## config.mk

```make
export PLATFORM = sky130hd
export DESIGN_NAME = disk_responder
export DESIGN_NICKNAME = d
export VERILOG_FILES = /design/src/rtl/disk_link_pkg.sv /design/src/rtl/disk_req_decoder.sv /design/src/rtl/disk_responder.sv
export SDC_FILE = /design/constraint.sdc
export NUM_CORES = 1
export LEC_CHECK = 0
export CORE_MARGIN = 3
export CORE_UTILIZATION = 45
export DETAILED_ROUTE_END_ITERATION = 7
export PLACE_DENSITY = 0.72
export SLEW_MARGIN = 20
export SYNTH_ARGS = -nofsm -noshare
export SYNTH_HDL_FRONTEND = slang
export SYNTH_SLANG_ARGS = --single-unit
```

## constraint.sdc

```tcl
create_clock -name clk -period 3.6 [get_ports clk]
set_input_delay 0.72 -clock clk [delete_from_list [all_inputs] [get_ports clk]]
set_output_delay 0.72 -clock clk [all_outputs]
set_load 0.1 [all_outputs]
```

## src/rtl/disk_link_pkg.sv

```systemverilog
// Shared definitions for both ends of the UART disk link: FSM states,
// protocol byte values and request-word bit positions.
package disk_link_pkg;

  typedef enum logic [3:0] {
    ST_IDLE,
    ST_REQ,
    ST_ACK,
    ST_ACK_WAIT,
    ST_RD_FETCH,
    ST_RD_LOAD,
    ST_RD_SEND,
    ST_WR_RECV,
    ST_BYE
  } disk_state_t;

  localparam logic [7:0] DISK_ACK_OK  = 8'hFF;
  localparam logic [7:0] DISK_ACK_BAD = 8'h00;
  localparam logic [7:0] DISK_BYE     = 8'hFF;

  localparam int DISK_SECTOR_BYTES = 512;

  localparam int DEV_SEL  = 31;
  localparam int DIR_WR   = 30;
  localparam int UART_SEL = 29;

  function automatic logic [7:0] ack_byte(input logic ok);
    return ok ? DISK_ACK_OK : DISK_ACK_BAD;
  endfunction

endpackage

```

## src/rtl/disk_req_decoder.sv

```systemverilog
// Combinational decode of a 32-bit disk request word into valid / direction / sector.
import disk_link_pkg::*;

module disk_req_decoder #(
  parameter int SECTOR_AW = 6
) (
  input  logic [31:0]          word,
  output logic                 valid,
  output logic                 is_write,
  output logic [SECTOR_AW-1:0] sector
);

  // Sector numbers beyond the backing store are rejected, not truncated.
  assign valid    = word[DEV_SEL] & word[UART_SEL] & ~(|word[28:SECTOR_AW]);
  assign is_write = word[DIR_WR];
  assign sector   = word[SECTOR_AW-1:0];

endmodule

```

## src/rtl/disk_responder.sv

```systemverilog
// Far end of the UART disk link: acks a 4-byte request, then streams or stores one sector.
// Optional inter-byte watchdog enabled by defining DISK_RESP_TIMEOUT_EN.
import disk_link_pkg::*;

module disk_responder #(
  parameter int SECTOR_AW      = 6,
  parameter int TIMEOUT_CYCLES = 1000000
) (
  input  logic                 clk,
  input  logic                 rst,
  input  logic                 rx_valid,
  input  logic [7:0]           rx_data,
  output logic                 tx_start,
  output logic [7:0]           tx_data,
  input  logic                 tx_done,
  output logic [SECTOR_AW+8:0] mem_addr,
  output logic                 mem_we,
  output logic [7:0]           mem_wdata,
  input  logic [7:0]           mem_rdata,
  output logic                 busy,
  output logic                 xfer_done,
  output logic                 xfer_err,
  output logic                 last_is_write,
  output logic [SECTOR_AW-1:0] last_sector
);

  disk_state_t          state_reg, state_next;
  logic [9:0]           cnt_reg, cnt_next;
  logic [31:0]          req_reg, req_next;
  logic                 tx_start_reg, tx_start_next;
  logic [7:0]           tx_data_reg, tx_data_next;
  logic [SECTOR_AW+8:0] mem_addr_reg, mem_addr_next;
  logic                 mem_we_reg, mem_we_next;
  logic [7:0]           mem_wdata_reg, mem_wdata_next;
  logic                 xfer_done_reg, xfer_done_next;
  logic                 xfer_err_reg, xfer_err_next;
  logic                 last_is_write_reg, last_is_write_next;
  logic [SECTOR_AW-1:0] last_sector_reg, last_sector_next;

  logic                 req_ok;
  logic                 req_wr;
  logic [SECTOR_AW-1:0] req_sector;
  logic [9:0]           cnt_inc;
  logic                 at_last;
  logic                 timeout;

  disk_req_decoder #(.SECTOR_AW(SECTOR_AW)) u_dec (
    .word     (req_reg),
    .valid    (req_ok),
    .is_write (req_wr),
    .sector   (req_sector)
  );

  assign cnt_inc = cnt_reg + 10'd1;
  assign at_last = (cnt_reg[8:0] == 9'd511);

`ifdef DISK_RESP_TIMEOUT_EN
  logic [31:0] wd_reg;

  assign timeout = (state_reg != ST_IDLE) && (wd_reg >= 32'(TIMEOUT_CYCLES - 1));

  always_ff @(posedge clk) begin
    if (rst || state_reg == ST_IDLE || rx_valid || tx_done || timeout)
      wd_reg <= '0;
    else
      wd_reg <= wd_reg + 32'd1;
  end
`else
  // Watchdog compiled out; the parameter stays for a uniform instance interface.
  assign timeout = (TIMEOUT_CYCLES < 0);
`endif

  always_comb begin
    state_next         = state_reg;
    cnt_next           = cnt_reg;
    req_next           = req_reg;
    tx_start_next      = 1'b0;
    tx_data_next       = tx_data_reg;
    mem_addr_next      = mem_addr_reg;
    mem_we_next        = 1'b0;
    mem_wdata_next     = mem_wdata_reg;
    xfer_done_next     = 1'b0;
    xfer_err_next      = 1'b0;
    last_is_write_next = last_is_write_reg;
    last_sector_next   = last_sector_reg;

    case (state_reg)
      ST_IDLE, ST_REQ: begin
        if (rx_valid) begin
          req_next[{cnt_reg[1:0], 3'b000} +: 8] = rx_data;
          cnt_next   = cnt_inc;
          state_next = (cnt_reg[1:0] == 2'd3) ? ST_ACK : ST_REQ;
        end
      end
      ST_ACK: begin
        tx_start_next = 1'b1;
        tx_data_next  = ack_byte(req_ok);
        state_next    = ST_ACK_WAIT;
      end
      ST_ACK_WAIT: begin
        if (tx_done) begin
          cnt_next = '0;
          if (!req_ok) begin
            state_next = ST_IDLE;
          end else begin
            last_is_write_next = req_wr;
            last_sector_next   = req_sector;
            if (req_wr) begin
              state_next = ST_WR_RECV;
            end else begin
              mem_addr_next = {req_sector, 9'd0};
              state_next    = ST_RD_FETCH;
            end
          end
        end
      end
      // mem_addr is already presented here; read data lands during RD_LOAD.
      ST_RD_FETCH: state_next = ST_RD_LOAD;
      ST_RD_LOAD: begin
        tx_data_next  = mem_rdata;
        tx_start_next = 1'b1;
        state_next    = ST_RD_SEND;
      end
      ST_RD_SEND: begin
        if (tx_done) begin
          cnt_next = cnt_inc;
          if (at_last) begin
            state_next = ST_BYE;
          end else begin
            mem_addr_next = {last_sector_reg, cnt_inc[8:0]};
            state_next    = ST_RD_FETCH;
          end
        end
      end
      ST_WR_RECV: begin
        if (rx_valid) begin
          mem_we_next    = 1'b1;
          mem_addr_next  = {last_sector_reg, cnt_reg[8:0]};
          mem_wdata_next = rx_data;
          cnt_next       = cnt_inc;
          if (at_last)
            state_next = ST_BYE;
        end
      end
      ST_BYE: begin
        if (rx_valid) begin
          xfer_done_next = (rx_data == DISK_BYE);
          xfer_err_next  = (rx_data != DISK_BYE);
          cnt_next       = '0;
          state_next     = ST_IDLE;
        end
      end
      default: state_next = ST_IDLE;
    endcase

    if (timeout) begin
      state_next     = ST_IDLE;
      cnt_next       = '0;
      tx_start_next  = 1'b0;
      mem_we_next    = 1'b0;
      xfer_done_next = 1'b0;
      xfer_err_next  = 1'b1;
    end
  end

  always_ff @(posedge clk) begin
    if (rst) begin
      state_reg         <= ST_IDLE;
      cnt_reg           <= '0;
      req_reg           <= '0;
      tx_start_reg      <= 1'b0;
      tx_data_reg       <= '0;
      mem_addr_reg      <= '0;
      mem_we_reg        <= 1'b0;
      mem_wdata_reg     <= '0;
      xfer_done_reg     <= 1'b0;
      xfer_err_reg      <= 1'b0;
      last_is_write_reg <= 1'b0;
      last_sector_reg   <= '0;
    end else begin
      state_reg         <= state_next;
      cnt_reg           <= cnt_next;
      req_reg           <= req_next;
      tx_start_reg      <= tx_start_next;
      tx_data_reg       <= tx_data_next;
      mem_addr_reg      <= mem_addr_next;
      mem_we_reg        <= mem_we_next;
      mem_wdata_reg     <= mem_wdata_next;
      xfer_done_reg     <= xfer_done_next;
      xfer_err_reg      <= xfer_err_next;
      last_is_write_reg <= last_is_write_next;
      last_sector_reg   <= last_sector_next;
    end
  end

  assign tx_start      = tx_start_reg;
  assign tx_data       = tx_data_reg;
  assign mem_addr      = mem_addr_reg;
  assign mem_we        = mem_we_reg;
  assign mem_wdata     = mem_wdata_reg;
  assign busy          = (state_reg != ST_IDLE);
  assign xfer_done     = xfer_done_reg;
  assign xfer_err      = xfer_err_reg;
  assign last_is_write = last_is_write_reg;
  assign last_sector   = last_sector_reg;

endmodule
```

==> metrics.txt <==
Critical Path, Cell by Cell=ha_1, and3_1, nand3_1, nor2_1, ha_1, nor2_1, a21oi_1, o21ai_2, nand2_2, mux2i_1; most common cell after layout, fill and taps aside=dfxtp_1; Total GRT Usage=0.193; crit-path max FO=15; Syn. warnings=0; DR top layer=met4; hold_buf cts=0; fraction of synthesized area in multiplexers=0.0832; Clk pwr share=0.365; Main synth FF type=dfxtp_1; PwrDens=382 mW/mm²; Die X=101 µm; post-synthesis compound-gate area fraction=0.155; Netlist cell types=58; Sink Count=87; Post-Synth Simple-Gate Area=0.261; latest clock arrival within the worst-skew pair=0.35 ns; Setup crit end kind=flop; vias in the first global route=3184; Root Buffer=clkbuf_8; final WL=9780 µm; global-route wire length before repair=15700 µm; Synth Instances=467; slowest cell on the critical path=o21ai_2; status=finished, final reports clean; gr ovfl total=0; register bit count reported by yosys=87; DIE HEIGHT=101 µm; synthesized area=0.00403 mm²; CTS tree=built; Pint=1.37 mW; sw power=0.475 mW; Net Sw Frac=0.257; largest net degree at the start of global routing=48; Vias/cell=5.67; clock slew at reported path FFs=0.08 ns; critical path's largest stage delay=0.51 ns; Flop pwr share=0.537; Worst Tran Pin Value=1.02 ns; WL per Instance=15.8 µm; CTS buffer count=9; Final ANT Viol Nets=0; most frequent cells in the layout=87 x dfxtp_1, 64 x nand2_1, 60 x clkdlybuf4s50_1, 49 x a21oi_1, 40 x nor2_1; final core utilization=0.571; Mean Syn Cell Area=8.63 µm²; I/O pins=63; fin crit share=0.773; Detailed Place HPWL=6720 µm; drt drc=0; Final Setup Violations=0; Area contributors post-synth=dfxtp_1 43%, mux2i_1 7.2%, a21oi_1 6.1%, nand2_1 6.0%, nand3_1 4.6%; worst hold path class=flop to flop; final net count=537; worst vdd ir=0.241 mV; area grow syn2layout=19.9%; Arr. time, crit path=3.02 ns; final worst path period need=2.78 ns; DRT iter0 DRCs=180; DR vias=3515; Pleak=1.81 nW; Die ar.=0.0101 mm²; layout cell share with drive strength beyond 1=0.0660; max cap viols=0; xor and xnor area share after synthesis=0.0109; Post-Route M1 WL=4410 µm; RSZ-0062 raised after global routing=no; Fin Hold WS=0.460 ns; post-CTS resize count=0; H-tree Lvls=3; Final Hold Vio Count=0; setup bufs post-CTS=0; Worst Skew=0.00868 ns; WP buf/inv=0; Yosys top cell area share=0.432; Req. time, crit path=3.83 ns; Placer Congestion=0.839; startpoint class of the critical path=flop; crit path kind=flop to flop; syn nets=493; port bufs=62; Seq/Total Area, Yosys=0.432; Post-synth EDFFs=0; DRT Pass-1 Iters=4; Crit path max-delay family=simple AND/OR/NAND/NOR gates; Initial Utilization=0.476; Slew Limit Fails=0; largest family of logic cells by synthesized area=simple AND/OR/NAND/NOR gates; adder-cell share of the synthesized area=0.0186; Async SR Flop Fraction=0; worst-case headroom to the max-slew limit=0.316; largest area contributor in the netlist=dfxtp_1; Longest Clk Path Bufs=2; Setup TNS Final=0 ns; Fmax=359 MHz; met3 wire length=719 µm; Core ar.=0.00846 mm²; Tot Pwr=1.85 mW; initial antenna violation count=0; metal2 WL=4510 µm; Largest register FFs=32; Comb power frac=0.099; ant diodes=0; # rows=33
## cell type report
cell class | instances | area, µm²
fillers | 777 | 3630
well taps | 105 | 131
multi-input cells | 345 | 2130
flip-flops and latches | 87 | 1740
repair buffers | 63 | 621
inverters | 5 | 18.8
clock buffers | 12 | 145
clock inverters | 3 | 43.8
## synthesized netlist by cell type, drive strengths merged, types with 3 or more instances
master	instances
dfxtp	87
nand2	65
o21ai	9
nand2b	12
a311oi	13
and2	4
nor3b	5
nand3	37
or3	3
mux2	4
nor2	41
xor2	3
a211oi	9
nand3b	4
inv	5
a21oi	49
mux2i	29
nand4	5
ha	6
nor4	4
buf	12
clkbuf	18
nor3	10
## power groups by stage
stage                     Clock [mW]  Sequential, mW  Combinational (mW)
after detailed placement           0            1.01               0.180
after floorplan                    0            1.02               0.116
after CTS                      0.684           0.991               0.181
after global placement             0            1.01               0.178
final                          0.674           0.991               0.182
after global routing           0.725           0.994               0.196
## worst reg2reg max path, stage by stage (launching register included)
cell,delay (ns)
dfxtp_1,0.42
ha_1,0.35
and3_1,0.24
nand3_1,0.16
nor2_1,0.08
ha_1,0.22
nor2_1,0.10
a21oi_1,0.09
o21ai_2,0.51
nand2_2,0.32
mux2i_1,0.19
## cells by family after synthesis
logic type | after synthesis
simple gates | 205
compound gates | 96
xor+xnor | 5
fa+ha+maj | 6
flops | 87
mux | 33
buf+inv | 35
## worst paths after layout
kind,from,end,depth (start not counted),slack [ns]
hold reg to reg,req_reg[8],req_reg[8],2,0.46
setup reg to reg,cnt_reg[0],mem_addr[5],10,0.82
setup / recovery,cnt_reg[0],mem_addr[5],10,0.82
hold / removal,req_reg[8],req_reg[8],2,0.46
## per-stage QoR
| step | worst slack (ns) | instance area [µm²] | instances |
|---|---|---|---|
| after floorplan | 1.09 | 4030 | 467 |
| after global placement | 0.957 | 4650 | 605 |
| after detailed placement | 0.858 | 4650 | 605 |
| after CTS | 0.824 | 4830 | 620 |
| after global routing | 0.559 | 4830 | 620 |
| final | 0.816 | 4830 | 620 |
## metal layers
metal / up-vias / global-route usage
met4: 0 / 0.0549
li1: 1747 / -
met2: 127 / 0.311
met5: - / 0
met1: 1631 / 0.254
met3: 10 / 0.0533
(Power assumes the default switching activity.)
